==> config.mk <==
export PLATFORM = sky130hd
export DESIGN_NAME = mm2s_ar_burst_gen
export DESIGN_NICKNAME = d
export VERILOG_FILES = /design/src/rtl/mm2s_ar_burst_gen_pkg.sv /design/src/rtl/mm2s_ar_burst_gen_calc.sv /design/src/rtl/mm2s_ar_burst_gen.sv
export SDC_FILE = /design/constraint.sdc
export NUM_CORES = 1
export LEC_CHECK = 0
export CORE_AREA = 8 8 149 151
export CTS_CLUSTER_SIZE = 12
export DETAILED_ROUTE_END_ITERATION = 7
export DIE_AREA = 0 0 157 159
export PLACE_DENSITY_LB_ADDON = 0.05
export REMOVE_ABC_BUFFERS = 1
export SLEW_MARGIN = 30
export SYNTH_ARGS = -nofsm -noshare
export SYNTH_HDL_FRONTEND = slang
export SYNTH_SLANG_ARGS = --single-unit
==> constraint.sdc <==
create_clock -name aclk -period 9.6 [get_ports aclk]
set_clock_uncertainty 0.1 [all_clocks]
set_input_delay 1.92 -clock aclk [delete_from_list [all_inputs] [get_ports aclk]]
set_output_delay 1.92 -clock aclk [all_outputs]
set_load 0.005 [all_outputs]
==> src/rtl/mm2s_ar_burst_gen_pkg.sv <==
// Shared parameters and types for the MM2S/S2MM address generators.
// Holds the AXI geometry, transfer-length width, burst/outstanding limits,
// the burst descriptor handed from the calculator to the issuing FSM, and
// the FSM state type.
package mm2s_ar_burst_gen_pkg;

    localparam int ADDR_WIDTH      = 32;
    localparam int DATA_WIDTH      = 32;
    localparam int BYTE_LANES      = DATA_WIDTH / 8;
    localparam int LANE_BITS       = $clog2(BYTE_LANES);
    localparam int LEN_WIDTH       = 26;
    localparam int MAX_BURST_BEATS = 16;
    localparam int MAX_OUTSTANDING = 4;
    localparam int OUTS_WIDTH      = $clog2(MAX_OUTSTANDING + 1);
    localparam int BOUNDARY_BYTES  = 4096;
    localparam int BOUNDARY_BITS   = $clog2(BOUNDARY_BYTES);

    localparam logic [1:0] AXI_BURST_INCR = 2'b01;
    localparam logic [2:0] AXI_SIZE       = 3'(LANE_BITS);

    // One burst: beat-aligned start address, AXI len (beats-1), and how many
    // of the remaining transfer bytes this burst actually delivers.
    typedef struct packed {
        logic [ADDR_WIDTH-1:0] addr;
        logic [7:0]            len;
        logic [LEN_WIDTH-1:0]  consumed;
    } burst_t;

    typedef enum logic [1:0] {
        IDLE  = 2'd0,
        CALC  = 2'd1,
        ADDR  = 2'd2,
        DRAIN = 2'd3
    } state_e;

endpackage

==> src/rtl/mm2s_ar_burst_gen_calc.sv <==
// Combinational burst calculator (shared with the S2MM AW generator).
// Ports:
//   cur_addr_i   - current byte address of the transfer (any alignment)
//   bytes_left_i - bytes still to be requested (non-zero when used)
//   burst_o      - aligned burst address, AXI len, bytes consumed
// The burst is clipped to the remaining data, the max burst length and the
// next 4 KB boundary.
module mm2s_burst_calc
    import mm2s_ar_burst_gen_pkg::*;
(
    input  logic [ADDR_WIDTH-1:0] cur_addr_i,
    input  logic [LEN_WIDTH-1:0]  bytes_left_i,
    output burst_t                burst_o
);

    // Wide enough for offset + length + rounding without overflow.
    localparam int CW = LEN_WIDTH + 2;

    logic [LANE_BITS-1:0]  off;
    logic [ADDR_WIDTH-1:0] aligned;
    logic [CW-1:0]         need;
    logic [CW-1:0]         to4k;
    logic [CW-1:0]         beats;
    logic [CW-1:0]         span;

    always_comb begin
        off     = cur_addr_i[LANE_BITS-1:0];
        aligned = {cur_addr_i[ADDR_WIDTH-1:LANE_BITS], {LANE_BITS{1'b0}}};
        need    = (CW'(off) + CW'(bytes_left_i) + CW'(BYTE_LANES - 1)) >> LANE_BITS;
        to4k    = (CW'(BOUNDARY_BYTES) - CW'(aligned[BOUNDARY_BITS-1:0])) >> LANE_BITS;

        beats = need;
        if (beats > CW'(MAX_BURST_BEATS)) beats = CW'(MAX_BURST_BEATS);
        if (beats > to4k)                 beats = to4k;

        // Bytes covered by the burst, minus the leading pad of the first beat.
        span = (beats << LANE_BITS) - CW'(off);

        burst_o.addr     = aligned;
        burst_o.len      = 8'(beats - CW'(1));
        burst_o.consumed = (span > CW'(bytes_left_i)) ? bytes_left_i
                                                      : span[LEN_WIDTH-1:0];
    end

endmodule

==> src/rtl/mm2s_ar_burst_gen.sv <==
// MM2S read-address generator.
// Accepts one (address, length) command and issues AXI4 INCR bursts on AR,
// limiting issued-but-unreturned bursts via R-channel last-beat handshakes.
// Ports:
//   aclk, areset          - clock, synchronous active-high reset
//   cmd_valid/ready/addr/len - transfer command
//   m_axi_ar*             - AXI4 read address channel
//   rlast_hs              - rvalid & rready & rlast from the R channel
//   busy, done            - transfer in progress / one-cycle completion pulse
//   dbg_state_o           - current FSM state
// Handshake rule: a transfer happens on a rising edge where valid and ready
// are both high; a valid source holds its payload stable until then.
module mm2s_ar_burst_gen
    import mm2s_ar_burst_gen_pkg::*;
(
    input  logic                  aclk,
    input  logic                  areset,
    input  logic                  cmd_valid,
    output logic                  cmd_ready,
    input  logic [ADDR_WIDTH-1:0] cmd_addr,
    input  logic [LEN_WIDTH-1:0]  cmd_len,
    output logic [ADDR_WIDTH-1:0] m_axi_araddr,
    output logic [7:0]            m_axi_arlen,
    output logic [2:0]            m_axi_arsize,
    output logic [1:0]            m_axi_arburst,
    output logic                  m_axi_arvalid,
    input  logic                  m_axi_arready,
    input  logic                  rlast_hs,
    output logic                  busy,
    output logic                  done,
    output state_e                dbg_state_o
);

    state_e                state_q, state_d;
    logic [ADDR_WIDTH-1:0] cur_addr_q, cur_addr_d;
    logic [LEN_WIDTH-1:0]  bytes_left_q, bytes_left_d;
    logic [ADDR_WIDTH-1:0] araddr_q, araddr_d;
    logic [7:0]            arlen_q, arlen_d;
    logic [LEN_WIDTH-1:0]  consumed_q, consumed_d;
    logic [OUTS_WIDTH-1:0] outs_q, outs_d;
    logic                  busy_q, busy_d;
    logic                  done_q, done_d;

    burst_t                burst;
    logic                  ar_hs;
    logic [8:0]            beats9;

    mm2s_burst_calc u_calc (
        .cur_addr_i   (cur_addr_q),
        .bytes_left_i (bytes_left_q),
        .burst_o      (burst)
    );

    assign ar_hs  = (state_q == ADDR) && m_axi_arready;
    assign beats9 = {1'b0, arlen_q} + 9'd1;

    always_comb begin
        state_d      = state_q;
        cur_addr_d   = cur_addr_q;
        bytes_left_d = bytes_left_q;
        araddr_d     = araddr_q;
        arlen_d      = arlen_q;
        consumed_d   = consumed_q;
        busy_d       = busy_q;
        done_d       = 1'b0;

        case (state_q)
            IDLE: begin
                if (cmd_valid) begin
                    if (cmd_len == '0) begin
                        // Empty transfer: complete immediately, no bursts.
                        done_d = 1'b1;
                    end else begin
                        cur_addr_d   = cmd_addr;
                        bytes_left_d = cmd_len;
                        busy_d       = 1'b1;
                        state_d      = CALC;
                    end
                end
            end
            CALC: begin
                araddr_d   = burst.addr;
                arlen_d    = burst.len;
                consumed_d = burst.consumed;
                if (outs_q < OUTS_WIDTH'(MAX_OUTSTANDING)) state_d = ADDR;
            end
            ADDR: begin
                if (m_axi_arready) begin
                    cur_addr_d   = araddr_q + (ADDR_WIDTH'(beats9) << LANE_BITS);
                    bytes_left_d = bytes_left_q - consumed_q;
                    state_d      = (bytes_left_d != '0) ? CALC : DRAIN;
                end
            end
            DRAIN: begin
                if (outs_q == '0) begin
                    done_d  = 1'b1;
                    busy_d  = 1'b0;
                    state_d = IDLE;
                end
            end
            default: state_d = IDLE;
        endcase
    end

    // Outstanding bursts: simultaneous issue and return cancel; a return
    // with nothing outstanding is dropped.
    always_comb begin
        outs_d = outs_q;
        if (ar_hs && !rlast_hs) begin
            outs_d = outs_q + OUTS_WIDTH'(1);
        end else if (!ar_hs && rlast_hs && (outs_q != '0)) begin
            outs_d = outs_q - OUTS_WIDTH'(1);
        end
    end

    always_ff @(posedge aclk) begin
        if (areset) begin
            state_q      <= IDLE;
            cur_addr_q   <= '0;
            bytes_left_q <= '0;
            araddr_q     <= '0;
            arlen_q      <= '0;
            consumed_q   <= '0;
            outs_q       <= '0;
            busy_q       <= 1'b0;
            done_q       <= 1'b0;
        end else begin
            state_q      <= state_d;
            cur_addr_q   <= cur_addr_d;
            bytes_left_q <= bytes_left_d;
            araddr_q     <= araddr_d;
            arlen_q      <= arlen_d;
            consumed_q   <= consumed_d;
            outs_q       <= outs_d;
            busy_q       <= busy_d;
            done_q       <= done_d;
        end
    end

    assign cmd_ready     = (state_q == IDLE) && !areset;
    assign m_axi_araddr  = araddr_q;
    assign m_axi_arlen   = arlen_q;
    assign m_axi_arsize  = AXI_SIZE;
    assign m_axi_arburst = AXI_BURST_INCR;
    assign m_axi_arvalid = (state_q == ADDR);
    assign busy          = busy_q;
    assign done          = done_q;
    assign dbg_state_o   = state_q;

endmodule

After elaboration in Yosys (flattened, before gate mapping)
Index checks and enable logic that the tools add are counted.

Bits in registers: 129. Logic and storage cells: 78.

Add/sub/neg operators: 10. Equal/unequal tests: 8. Order comparisons: 4. Muxes and demuxes: 28. Reduce and logical (&&, ||, !) cells: 19.

Operators with widths (number): $mux W26 (6); $mux W32 (3); $pmux W32 S2 (1); $gt A28 B26 Y1 (2); $pmux W26 S2 (1); $add A32 B11 Y32 (1); $add A28 B2 Y28 const B (1); $sub A28 B2 Y28 (1); $add A2 B26 Y27 (1); $gt A26 B5 Y1 const B (1); $logic_not A26 Y1 (1); $reduce_bool A26 Y1 (1); $sub A26 B26 Y26 (1); $sub A13 B12 Y14 const A (1); $mux W2 (6); $add A8 B1 Y9 const B (1); $ne A2 B2 Y1 const B (4); $pmux W2 S4 (1); $reduce_and A4 Y1 (2); $sub A8 B1 Y8 const B (1); $mux W1 (6); $mux W3 (2); $reduce_bool A2 Y1 (3); $logic_and A1 B1 Y1 (5); other kinds (12) (16).

Depth between registers and ports, before layout
Word-level depth: 9. Depth in mapped cells: 44. Mapped depth without buffers: 39.

Hierarchy
From an unflattened synthesis, not the netlist that was laid out.

Cell total of the unflattened synthesis: 1389. Area total of the unflattened synthesis: 10903.0 sq um.

Modules (own cells, without submodules): mm2s_ar_burst_gen (cells an instance 983, seq. area each 2622.5 sq um, area each 7972.6 sq um, instances 1); mm2s_burst_calc (cells an instance 406, seq. area each 0.0 sq um, area each 2930.3 sq um, instances 1).

Least setup slack after synthesis
Ideal clock, no wire load.

Path type: register to register. From: register cur_addr_q[0]. To: register consumed_q[12]. Stages on the path, launching flop included: 42. Arrival: 8.468 ns. Buffers on the path: 5. Slack: 0.907 ns. Setup time: 0.125 ns. Cells stage by stage: dfxtp_1 -> ha_1 -> fa_1 -> nor2b_1 -> clkbuf_1 -> or3_1 -> a211oi_1 -> o2111a_1 -> nand4_1 -> o32a_1 -> a211oi_4 -> and3_1 -> ha_1 -> nor2b_1 -> o21a_1 -> o21a_1 -> o21ai_0 -> a21oi_1 -> (+6 left out) -> nand2b_1 -> clkbuf_1 -> xnor2_1 -> ha_1 -> a21o_1 -> a21o_1 -> a21o_1 -> a21o_1 -> a21o_1 -> a21o_1 -> a221o_1 -> a221o_1 -> a21oi_1 -> o32ai_2 -> buf_4 -> buf_6 -> a32oi_1 -> o31ai_1.

Cells in the longest elaborated chain, start to end: 9.

Ends and longest elaborated chain: from (decl) (line mm2s_ar_burst_gen.sv:35) `logic [ADDR_WIDTH-1:0] cur_addr_q, cur_addr_d;`; from (signal assigned) (line mm2s_ar_burst_gen.sv:129) `cur_addr_q <= cur_addr_d;`; $add A2 B26 Y27 (line mm2s_ar_burst_gen_calc.sv:29) `need = (CW'(off) + CW'(bytes_left_i) + CW'(BYTE_LANES - 1)) >> LANE_BITS;`; $add A28 B2 Y28 (line mm2s_ar_burst_gen_calc.sv:29); $gt A26 B5 Y1 (line mm2s_ar_burst_gen_calc.sv:33) `if (beats > CW'(MAX_BURST_BEATS)) beats = CW'(MAX_BURST_BEATS);`; $mux W26 (line mm2s_ar_burst_gen_calc.sv:33); $gt A28 B26 Y1 (line mm2s_ar_burst_gen_calc.sv:34) `if (beats > to4k) beats = to4k;`; $mux W26 (line mm2s_ar_burst_gen_calc.sv:34); $sub A28 B2 Y28 * (line mm2s_ar_burst_gen_calc.sv:37) `span = (beats << LANE_BITS) - CW'(off);`; $gt A28 B26 Y1 (line mm2s_ar_burst_gen_calc.sv:41) `burst_o.consumed = (span > CW'(bytes_left_i)) ? bytes_left_i`; $mux W26 * (line mm2s_ar_burst_gen_calc.sv:41); to (signal assigned) (line mm2s_ar_burst_gen.sv:133) `consumed_q <= consumed_d;`; to (decl) (line mm2s_ar_burst_gen.sv:39) `logic [LEN_WIDTH-1:0] consumed_q, consumed_d;`.

Every way passes the cells marked *; elsewhere a longest branch is shown, timed or not. A chain may end at the register's enable or synchronous reset.

Worst setup path after layout
From: register cur_addr_q[0]. To: register consumed_q[8].

Same word-level chain as after synthesis.

==> key figures <==
Final layout
  • Design Area, Final: 0.01254 mm^2
  • Area growth, synth to finish: 17.94%
  • ANT cells: 0
  • Fin nets: approximately 1,600
  • Finished Core Util: 63.21%
  • Layout cells sized above 1: 6.110%

Timing
  • Unrepaired setup endpoints after global routing: no
  • Tmin final: 9.078 ns
  • Fmax: 0.1102 GHz
  • Setup violations, final: 0
  • Final Hold Fails: 0
  • Setup TNS Final: 0 ns
  • Fin. max-slew vios: 0
  • Slew Limit Headroom: 35.98%
  • Final hold slack: roughly 0.35 ns
  • Worst slew pin tran: 0.9579 ns
  • Tcrit/Tclk final: 94.56%

Synthesis
  • Top FF cell, synth: dfxtp_1
  • Post-synth top area share: 24.28%
  • Gate Count Post-Synth: roughly 1,400
  • Synth area leader: dfxtp_1
  • Cell area after synthesis: 0.01064 mm^2
  • Largest cells by area after synthesis: dfxtp_1 24%, ha_1 9.5%, nor2_1 5.4%
  • Seq/Total Area, Yosys: 24.28%
  • Synth Register Bits: roughly 130
  • Distinct cells, synth: 80
  • Post-synth ARST share: 0%
  • EDFF count, synth: 0
  • Syn. warnings: 0
  • Syn Area/Cell: roughly 7.7 um^2

Power
  • Pwr dens: between 400 and 500 mW/mm^2
  • Worst VDD drop: 0.2276 mV
  • Pleak: approximately 5 nW
  • Total power: about 5.3 mW

Clocking
  • Clock root cell: clkbuf_16
  • Worst-skew pair later-pin latency: about 0.43 ns
  • TritonCTS clock tree: done
  • CTS clk-pin slew, worst paths: approximately 0.070 ns
  • Clock sink total: 129
  • Clk buf depth: 2
  • Clock buffer count from CTS: 17
  • Hold-fix buffers at CTS: 0
  • Htree depth: 4

Worst setup path
  • Setup crit end kind: flop
  • CP startpoint kind: flop
  • Slowest cell on crit path: fa_2
  • Worst-path maximum fanout: 12
  • Critical path type: reg -> reg
  • CP top delay family: compound AO/OA/AOI/OAI gates
  • Arr. time, crit path: 9.35 ns
  • Most common cell on crit path: a21o_1
  • Worst path max stage delay: ~0.54 ns
  • WP data required: 9.87 ns
  • WP buf/inv: 1

Floorplanning
  • I/O pins: around 110
  • Chip height: 159 um
  • Effective utilization at floorplan: 53.59%
  • Die footprint: 0.02496 mm^2
  • Row count: 52
  • Total core area: 0.01984 mm^2
  • Die Span X: 157 um

Detailed routing
  • Average wire per standard cell: 17.99 um
  • DRT iter0 DRCs: ~900
  • # DRC: 0
  • WL final: 31.35 mm
  • 1st-pass router iterations: 6
  • Highest routed metal layer: met4
  • ANT nets after route: 0
  • Total vias in the final route: 10,350
  • WL met2: between 10 and 15 mm
  • Routed wl met3: 1.878 mm
  • M1 WL: ~14 mm
  • Vias per Instance: around 5.9

Min path
  • Worst Hold Class: reg -> reg

Placement
  • Buffers on Ports: roughly 110
  • Dpl hpwl: 23.20 mm
  • RePlAce Congestion: 0.9148
  • Placed cell area: roughly 0.012 mm^2

Global routing
  • Largest net degree at the start of global routing: 63
  • First-pass GRT wire length: roughly 51 mm
  • Total GRT Usage: 25.10%
  • Total grt overflow: 0
  • Via count of the first global-routing pass: 10,060
  • Initial antenna violation count: 0

Run
  • Max-cap violation count: 0

Outcome
  • Status: finished clean
per-stage QoR:
step | worst slack [ns] | cells
after CTS | 0.1738 | 1740
after detailed placement | 0.2515 | 1708
after global placement | 0.4420 | 1708
after floorplan | 0.3430 | 1311
final | 0.5218 | 1743
after global routing | 0.002551 | 1743
cell families after synthesis:
| group | after synthesis | share of synthesized area, % |
|---|---|---|
| AOI/OAI and AO/OA | 339 | 21.86 |
| adders and majority gates | 85 | 10.28 |
| muxes | 56 | 5.271 |
| buffers and inverters | 178 | 6.965 |
| and+or+nand+nor | 513 | 24.11 |
| other | 2 | 0.07061 |
| DFF | 129 | 24.28 |
| xor gates and xnor gates | 87 | 7.165 |
tightest hold or removal path, cell delays in order, from the launching register on:
cell and delay [ns]:
dfxtp_1 0.31, nand2_1 0.05, a21oi_1 0.05
path summary, 6_finish.rpt:
path | startpoint | slack [ns] | end | depth (start not counted)
worst max-delay path | cur_addr_q[0]$_SDFFE_PP0P_ | 0.52 | consumed_q[8]$_SDFFE_PP0N_ | 37
worst min-delay path | cur_addr_q[13]$_SDFFE_PP0P_ | 0.35 | cur_addr_q[13]$_SDFFE_PP0P_ | 2
worst max register to register | cur_addr_q[0]$_SDFFE_PP0P_ | 0.52 | consumed_q[8]$_SDFFE_PP0N_ | 37
worst min register to register | cur_addr_q[13]$_SDFFE_PP0P_ | 0.35 | cur_addr_q[13]$_SDFFE_PP0P_ | 2
where the power goes:
| part | total [mW] | switching (mW) | internal (mW) |
|---|---|---|---|
| Sequential | 0.994 | 0.273 | 0.721 |
| Clock | 0.688 | 0.312 | 0.376 |
| Combinational | 3.63 | 2.12 | 1.51 |
cells in the mapped netlist, types with 6 or more instances:
| cell | count |
|---|---|
| dfxtp_1 | 129 |
| nand2b_1 | 13 |
| or2_2 | 7 |
| and3_1 | 16 |
| a21oi_1 | 88 |
| ha_1 | 81 |
| buf_4 | 10 |
| buf_2 | 10 |
| clkbuf_1 | 61 |
| and2_1 | 6 |
| nor3_1 | 53 |
| nand2_1 | 96 |
| o22ai_1 | 9 |
| nor2_1 | 153 |
| o21ai_0 | 45 |
| a21o_1 | 30 |
| a311oi_1 | 7 |
| or4_1 | 10 |
| xnor2_1 | 56 |
| a31oi_1 | 13 |
| o211ai_1 | 7 |
| o31ai_1 | 8 |
| o21a_1 | 14 |
| o21bai_1 | 7 |
| nor2b_1 | 13 |
| nor4_1 | 13 |
| mux2i_1 | 56 |
| inv_1 | 87 |
| a211oi_1 | 40 |
| or3_1 | 19 |
| nor4b_1 | 6 |
| o2111ai_1 | 6 |
| a211o_1 | 11 |
| xor2_1 | 31 |
| nand4_1 | 30 |
| nand3_1 | 58 |
flip-flops by register name (all words and copies together), names as in the netlist:
register and flops:
busy 1, cur_addr_q 32, dbg_state_o 2, consumed_q 26, done 1, m_axi_araddr 30, outs_q 3, bytes_left_q 26
m_axi_arlen 8
cell type report:
class	count	area, um^2
Clock buffer	17	425.4
Clock inverter	15	183.9
Fill cell	1812	7301
Inverter	89	334.1
Multi-Input combinational cell	1093	7441
Sequential cell	129	2582
Tap cell	270	337.8
Timing Repair Buffer	130	1239
repair_timing:
| action | CTS | global route |
|---|---|---|
| setup endpoints to repair | 0 | 26 |
| setup buffers | 0 | 3 |
| gates resized for setup | 0 | 6 |
| hold endpoints to repair | 0 | 0 |
metal layers:
metal / up-vias / global-route usage [%]
met5: - / 0
met4: 0 / 9.135
met3: 53 / 5.130
met2: 321 / 41.17
met1: 4852 / 31.80
li1: 5124 / -
layout by cell type (no fill, tap or decap), types with 11 or more instances in the layout:
| cell type | instances |
|---|---|
| a21o_1 | 29 |
| nor2b_1 | 13 |
| clkbuf_16 | 17 |
| a211o_1 | 11 |
| dfxtp_1 | 129 |
| mux2i_1 | 56 |
| o21a_1 | 14 |
| a31oi_1 | 13 |
| a21oi_1 | 88 |
| nor3_1 | 53 |
| nor4_1 | 12 |
| or3_1 | 19 |
| clkdlybuf4s50_1 | 105 |
| nand2b_1 | 13 |
| ha_1 | 79 |
| and3_1 | 16 |
| nand3_1 | 58 |
| xor2_1 | 31 |
| buf_4 | 25 |
| nand2_1 | 96 |
| o21ai_0 | 45 |
| a211oi_1 | 38 |
| conb_1 | 13 |
| nor2_1 | 153 |
| inv_1 | 87 |
| nand4_1 | 30 |
| xnor2_1 | 56 |
(Power assumes the default switching activity.)
==> RTL edit 1, RTL diff (config.mk and constraints unchanged) <==
Reset style: asynchronous (`areset`), changed in one clocked block. Comments in the files are not updated.
--- a/src/rtl/mm2s_ar_burst_gen.sv
+++ b/src/rtl/mm2s_ar_burst_gen.sv
@@ -115,3 +115,3 @@
 
-    always_ff @(posedge aclk) begin
+    always_ff @(posedge aclk or posedge areset) begin
         if (areset) begin
Behaviour: differs if areset is asserted again (counterexample within 4 cycles, from zero or initial values and one cycle with areset high); with areset held inactive, the same outputs for 4 cycles.
==> RTL edit 1 against the original RTL <==
Wire length decreased by 2.7%; clock power decreased by 3.3%; critical path depth is 2 higher; synthesized area up 2.4%; total power is 5.8% lower; worst setup slack worse by 200 ps; fmax is 2.1% lower; sequential power increased by 11%; final area up 4.5%; sequential cell count is the same.
==> RTL edit 1: results (changes against the original RTL) <==
Parameter                              Value

Outcome
  Run status    finished, final reports clean

Placement
  Total placed instance area    12300 um2 (+3.7%)
  DP Wirelength    22500 um (-2.9%)

Power and ir drop
  Clock network power consumption    0.000665 W (-3.3%)
  Power density over cell area    382 nW/um2 (-9.8%)
  Worst voltage drop across the vdd grid    252 uV (+11%)
  Total leakage power    5.56 nW (+15%)
  Power spent charging and discharging nets    0.00237 W (-12%)
  Logic pwr share    0.647 (-0.037)

GRT
  Number of global-route vias before repair    9568 (-4.8%)
  Wire length of the first global-routing pass    49800 um (-3.1%)
  Number of antenna violations at the first check in global routing    1 (+1)
  Total routing resource utilization after global routing    0.245 (-0.00566)
  Largest net degree at the start of global routing    116 (+84%)

Final layout
  Area Growth Syn to Fin    20.3%
  Non-clock buffering overhead in the final layout    0.114 (+0.0153)
  Total number of nets in the final design    1531 (-4.8%)
  Number of non-clock inverters in the layout    80 (-10%)
  Fraction of layout instances using a drive strength above 1    0.109 (+0.0478)
  Layout clock area frac    0.0449 (-0.00370)
  #MultiIn Comb    1002 (-8.3%)
  Register share of the cell area    0.246 (+0.0405)
  Layout filler cell count    1709 (-5.7%)

Worst setup path
  Slowest-stage cell, CP    sky130_fd_sc_hd__or4_4
  Maximum fanout count along the critical path    18 (+6)
  Crit path largest cell delay    510 ps (-30 ps)
  Reg2Reg Launch Point    bytes_left_q[0]
  Data arrival time of the worst path    9460 ps (+110 ps)
  Reg-to-Reg End    consumed_q[4]

Yosys
  Proportion of register bits with asynchronous set or reset after synthesis    1.00 (+1.00)
  Distinct cells, synth    86 (+7.5%)
  Part of the Yosys area used for sequential elements    0.296 (+0.0536)
  Biggest area contributors in the synthesized netlist    sky130_fd_sc_hd__dfrtp_1 30%, sky130_fd_sc_hd__ha_1 9.3%, sky130_fd_sc_hd__xnor2_1 5.6%, sky130_fd_sc_hd__mux2i_1 5.4%, sky130_fd_sc_hd__nand2_1 4.3%

Timing
  Worst slack on hold paths    374 ps (+19.9 ps)
  Pin slew with the least headroom to its limit    826 ps (-131 ps)

Drt
  Via Count    9810 (-5.2%)
  Drt initial violations    631 (-30%)

Min path
  Endpoint, Worst Hold    cur_addr_q[26]
  Min-delay src    cur_addr_q[26]
RTL edit 1: cell types whose count changed after synthesis, moves of 30 or more:
cell	change
sky130_fd_sc_hd__dfrtp_1	+129
sky130_fd_sc_hd__o21ai_0	+45
sky130_fd_sc_hd__nor3_1	-31
sky130_fd_sc_hd__a21oi_1	-42
sky130_fd_sc_hd__nand2_1	+30
sky130_fd_sc_hd__dfxtp_1	-129
sky130_fd_sc_hd__mux2_2	+36
sky130_fd_sc_hd__nor2_1	-71
RTL edit 1: worst register-to-register path, delay by kind of cell, from the launching register on:
kind	cells	cell delay, ps
adders and majority gates	5	1390
AOI/OAI and AO/OA	18	3920
buffers and inverters	4	640
and+or+nand+nor	11	2470
muxes	1	230
DFF	1	390
RTL edit 1: kinds of logic (layout without fill, tap and decap cells):
family,after synthesis,after routing,share of synthesized area
XOR/XNOR,91,91,0.0732
flip-flops,129,129,0.296
AND/OR/NAND/NOR,428,428,0.200
buffers and inverters,152,265,0.0573
AO/OA/AOI/OAI,290,290,0.180
other,2,13,0.000690
adder cells (fa/ha/maj),85,85,0.100
multiplexers,95,95,0.0914
RTL edit 1: worst max-delay path by stage:
stage,cells after the start,end,slack (ps),from
final,39,consumed_q[4],330,bytes_left_q[0]
after global routing,39,consumed_q[12],-100,bytes_left_q[0]
after CTS,39,consumed_q[4],310,bytes_left_q[0]
after detailed placement,39,consumed_q[4],360,bytes_left_q[0]
after global placement,39,consumed_q[0],550,cur_addr_q[0]
after floorplan,38,consumed_q[0],-150,bytes_left_q[0]
RTL edit 1: per-layer routing:
metal | share of wire | track usage
met5 | 0 | 0
met1 | 0.47 | 0.339
met2 | 0.45 | 0.379
met3 | 0.062 | 0.0594
met4 | 0.017 | 0.0546
==> RTL edit 2, RTL diff (same flow settings) <==
Made on the original files. The package constant `MAX_BURST_BEATS` goes from 16 to 8.
--- a/src/rtl/mm2s_ar_burst_gen_pkg.sv
+++ b/src/rtl/mm2s_ar_burst_gen_pkg.sv
@@ -11,3 +11,3 @@
     localparam int LEN_WIDTH       = 26;
-    localparam int MAX_BURST_BEATS = 16;
+    localparam int MAX_BURST_BEATS = 8;
     localparam int MAX_OUTSTANDING = 4;
Behaviour: not the same (a bounded check fails within 4 cycles, from zero or initial values and one cycle with areset high).
==> RTL edit 2 against the original RTL <==
Wire length grew 6.2%; utilization grew 0.33 points; via count grew 3.2%; clock power shrank 5.2%; cell count grew 1.0%; fmax grew 0.97%; final area grew 0.52%; worst hold slack gained 7.8 ps; worst setup slack gained 87 ps; total power shrank 6.6%; synthesized area grew 1.2%; sequential cell count is the same; first-iteration DRC count shrank 20%; critical path depth grew 4; critical endpoint unchanged; largest power group unchanged.
==> RTL edit 2: results (changes against the original RTL) <==
Parameter                              Value

GRT
  Wire length of the first global-routing pass    54000 um (+5.0%)
  Met1 track demand over resource in global routing    0.330 (+0.0122)
  Largest net degree at the start of global routing    74 (+17%)
  Met2 Track Usage GR    0.445 (+0.0334)
  Number of global-route vias before repair    10512 (+4.5%)

Drt
  Detailed-router iteration count before antenna repair    5 (-1)
  Detail-routed net length per standard cell    18.9 um (+5.1%)
  Via Count    10681 (+3.2%)

Power and ir drop
  Worst voltage drop across the vdd grid    214 uV (-6.2%)

Placement
  I/O Buffers    106 (unchanged)
  Post-placement setup slack    287 ps (+35.3 ps)
  DP Wirelength    24800 um (+6.8%)
  Total placed instance area    12000 um2 (+0.76%)

Yosys
  Biggest area contributors in the synthesized netlist    sky130_fd_sc_hd__dfxtp_1 24%, sky130_fd_sc_hd__ha_1 9.4%, sky130_fd_sc_hd__nor2_1 5.6%, sky130_fd_sc_hd__mux2i_1 5.5%, sky130_fd_sc_hd__xnor2_1 5.0%
  Part of the Yosys area used for sequential elements    0.240 (-0.00288)

Worst setup path
  Slowest-stage cell, CP    sky130_fd_sc_hd__or4_1
  Crit path largest cell delay    580 ps (+40 ps)
  Maximum fanout count along the critical path    18 (+6)

Final layout
  Fraction of layout instances using a drive strength above 1    0.0630 (+0.00195)
  Total number of nets in the final design    1626 (+1.1%)

Timing
  Relative slew slack    0.450 (+0.0900)
  Worst slack on hold paths    362 ps (+7.81 ps)
  Share of the clock period used by the worst path after layout    0.937 (-0.00910)

Outcome
  Run status    finished, final reports clean

Min path
  Type of the most critical hold path    reg2reg
-- RTL edit 2: cell types whose count changed after synthesis, moves of 10 or more --
cell                       before  now
sky130_fd_sc_hd__nand3_1       58   68
sky130_fd_sc_hd__a221oi_1       3   14
sky130_fd_sc_hd__o21ai_0       45   35
sky130_fd_sc_hd__nor3_1        53   34
sky130_fd_sc_hd__nor4_1        13   29
sky130_fd_sc_hd__nand2_1       96  109
-- RTL edit 2: logic make-up after synthesis --
| group | Yosys count | share of synthesized area |
|---|---|---|
| and+or+nand+nor | 526 | 0.239 |
| AOI/OAI and AO/OA | 335 | 0.218 |
| buffers and inverters | 183 | 0.0715 |
| DFF | 129 | 0.240 |
| xor gates and xnor gates | 89 | 0.0724 |
| adders and majority gates | 85 | 0.102 |
| muxes | 61 | 0.0570 |
| other | 2 | 0.000698 |
-- RTL edit 2: path summary, 6_finish.rpt --
kind,start,to,cells after the start
worst max-delay path,cur_addr_q[0],consumed_q[8],41
worst max register to register,cur_addr_q[0],consumed_q[8],41
worst min-delay path,cur_addr_q[17],cur_addr_q[17],2
worst min register to register,cur_addr_q[17],cur_addr_q[17],2
-- RTL edit 2: per-layer routing --
metal | routed length, um | vias up | share of wire
li1 | - | 5212 | -
met1 | 14500 | 5032 | 0.44
met2 | 15800 | 365 | 0.48
met3 | 1970 | 72 | 0.059
met4 | 987 | 0 | 0.030
met5 | 0 | - | 0
-- RTL edit 2: critical path, delay by kind of cell, from the launching register on --
family / cells / cell delay, ps
fa+ha+maj: 5 / 1480
simple gates: 12 / 2640
compound gates: 21 / 3790
buf+inv: 3 / 440
flops: 1 / 400
-- RTL edit 2: where the power goes --
group | total (W) | switching [W] | leakage [nW] | internal (W)
clock | 0.000652 | 0.000282 | 0.287 | 0.000370
sequential | 0.000991 | 0.000273 | 1.06 | 0.000717
combinational | 0.00332 | 0.00197 | 3.47 | 0.00135
total | 0.00496 | 0.00253 | 4.82 | 0.00244
-- RTL edit 2: cell type report --
| cell class | count | area (um2) |
|---|---|---|
| Clock buffer | 17 | 425 |
| Clock inverter | 15 | 166 |
| Fill cell | 1837 | 7240 |
| Inverter | 89 | 334 |
| Multi-Input combinational cell | 1110 | 7520 |
| Sequential cell | 129 | 2580 |
| Tap cell | 270 | 338 |
| Timing Repair Buffer | 131 | 1250 |
-- RTL edit 2: what timing repair did --
item                                    CTS  global route
setup buffers                             0             2
hold endpoints to repair                  0             0
endpoints found under the setup margin    0            26
resized for setup                         0             6
-- RTL edit 2: metrics by stage --
| stage | instances | power (W) |
|---|---|---|
| CTS | 1759 | 0.00492 |
| floorplan | 1328 | 0.00327 |
| global placement | 1727 | 0.00422 |
| finish | 1761 | 0.00496 |
| global route | 1761 | 0.00536 |
| detailed placement | 1727 | 0.00424 |
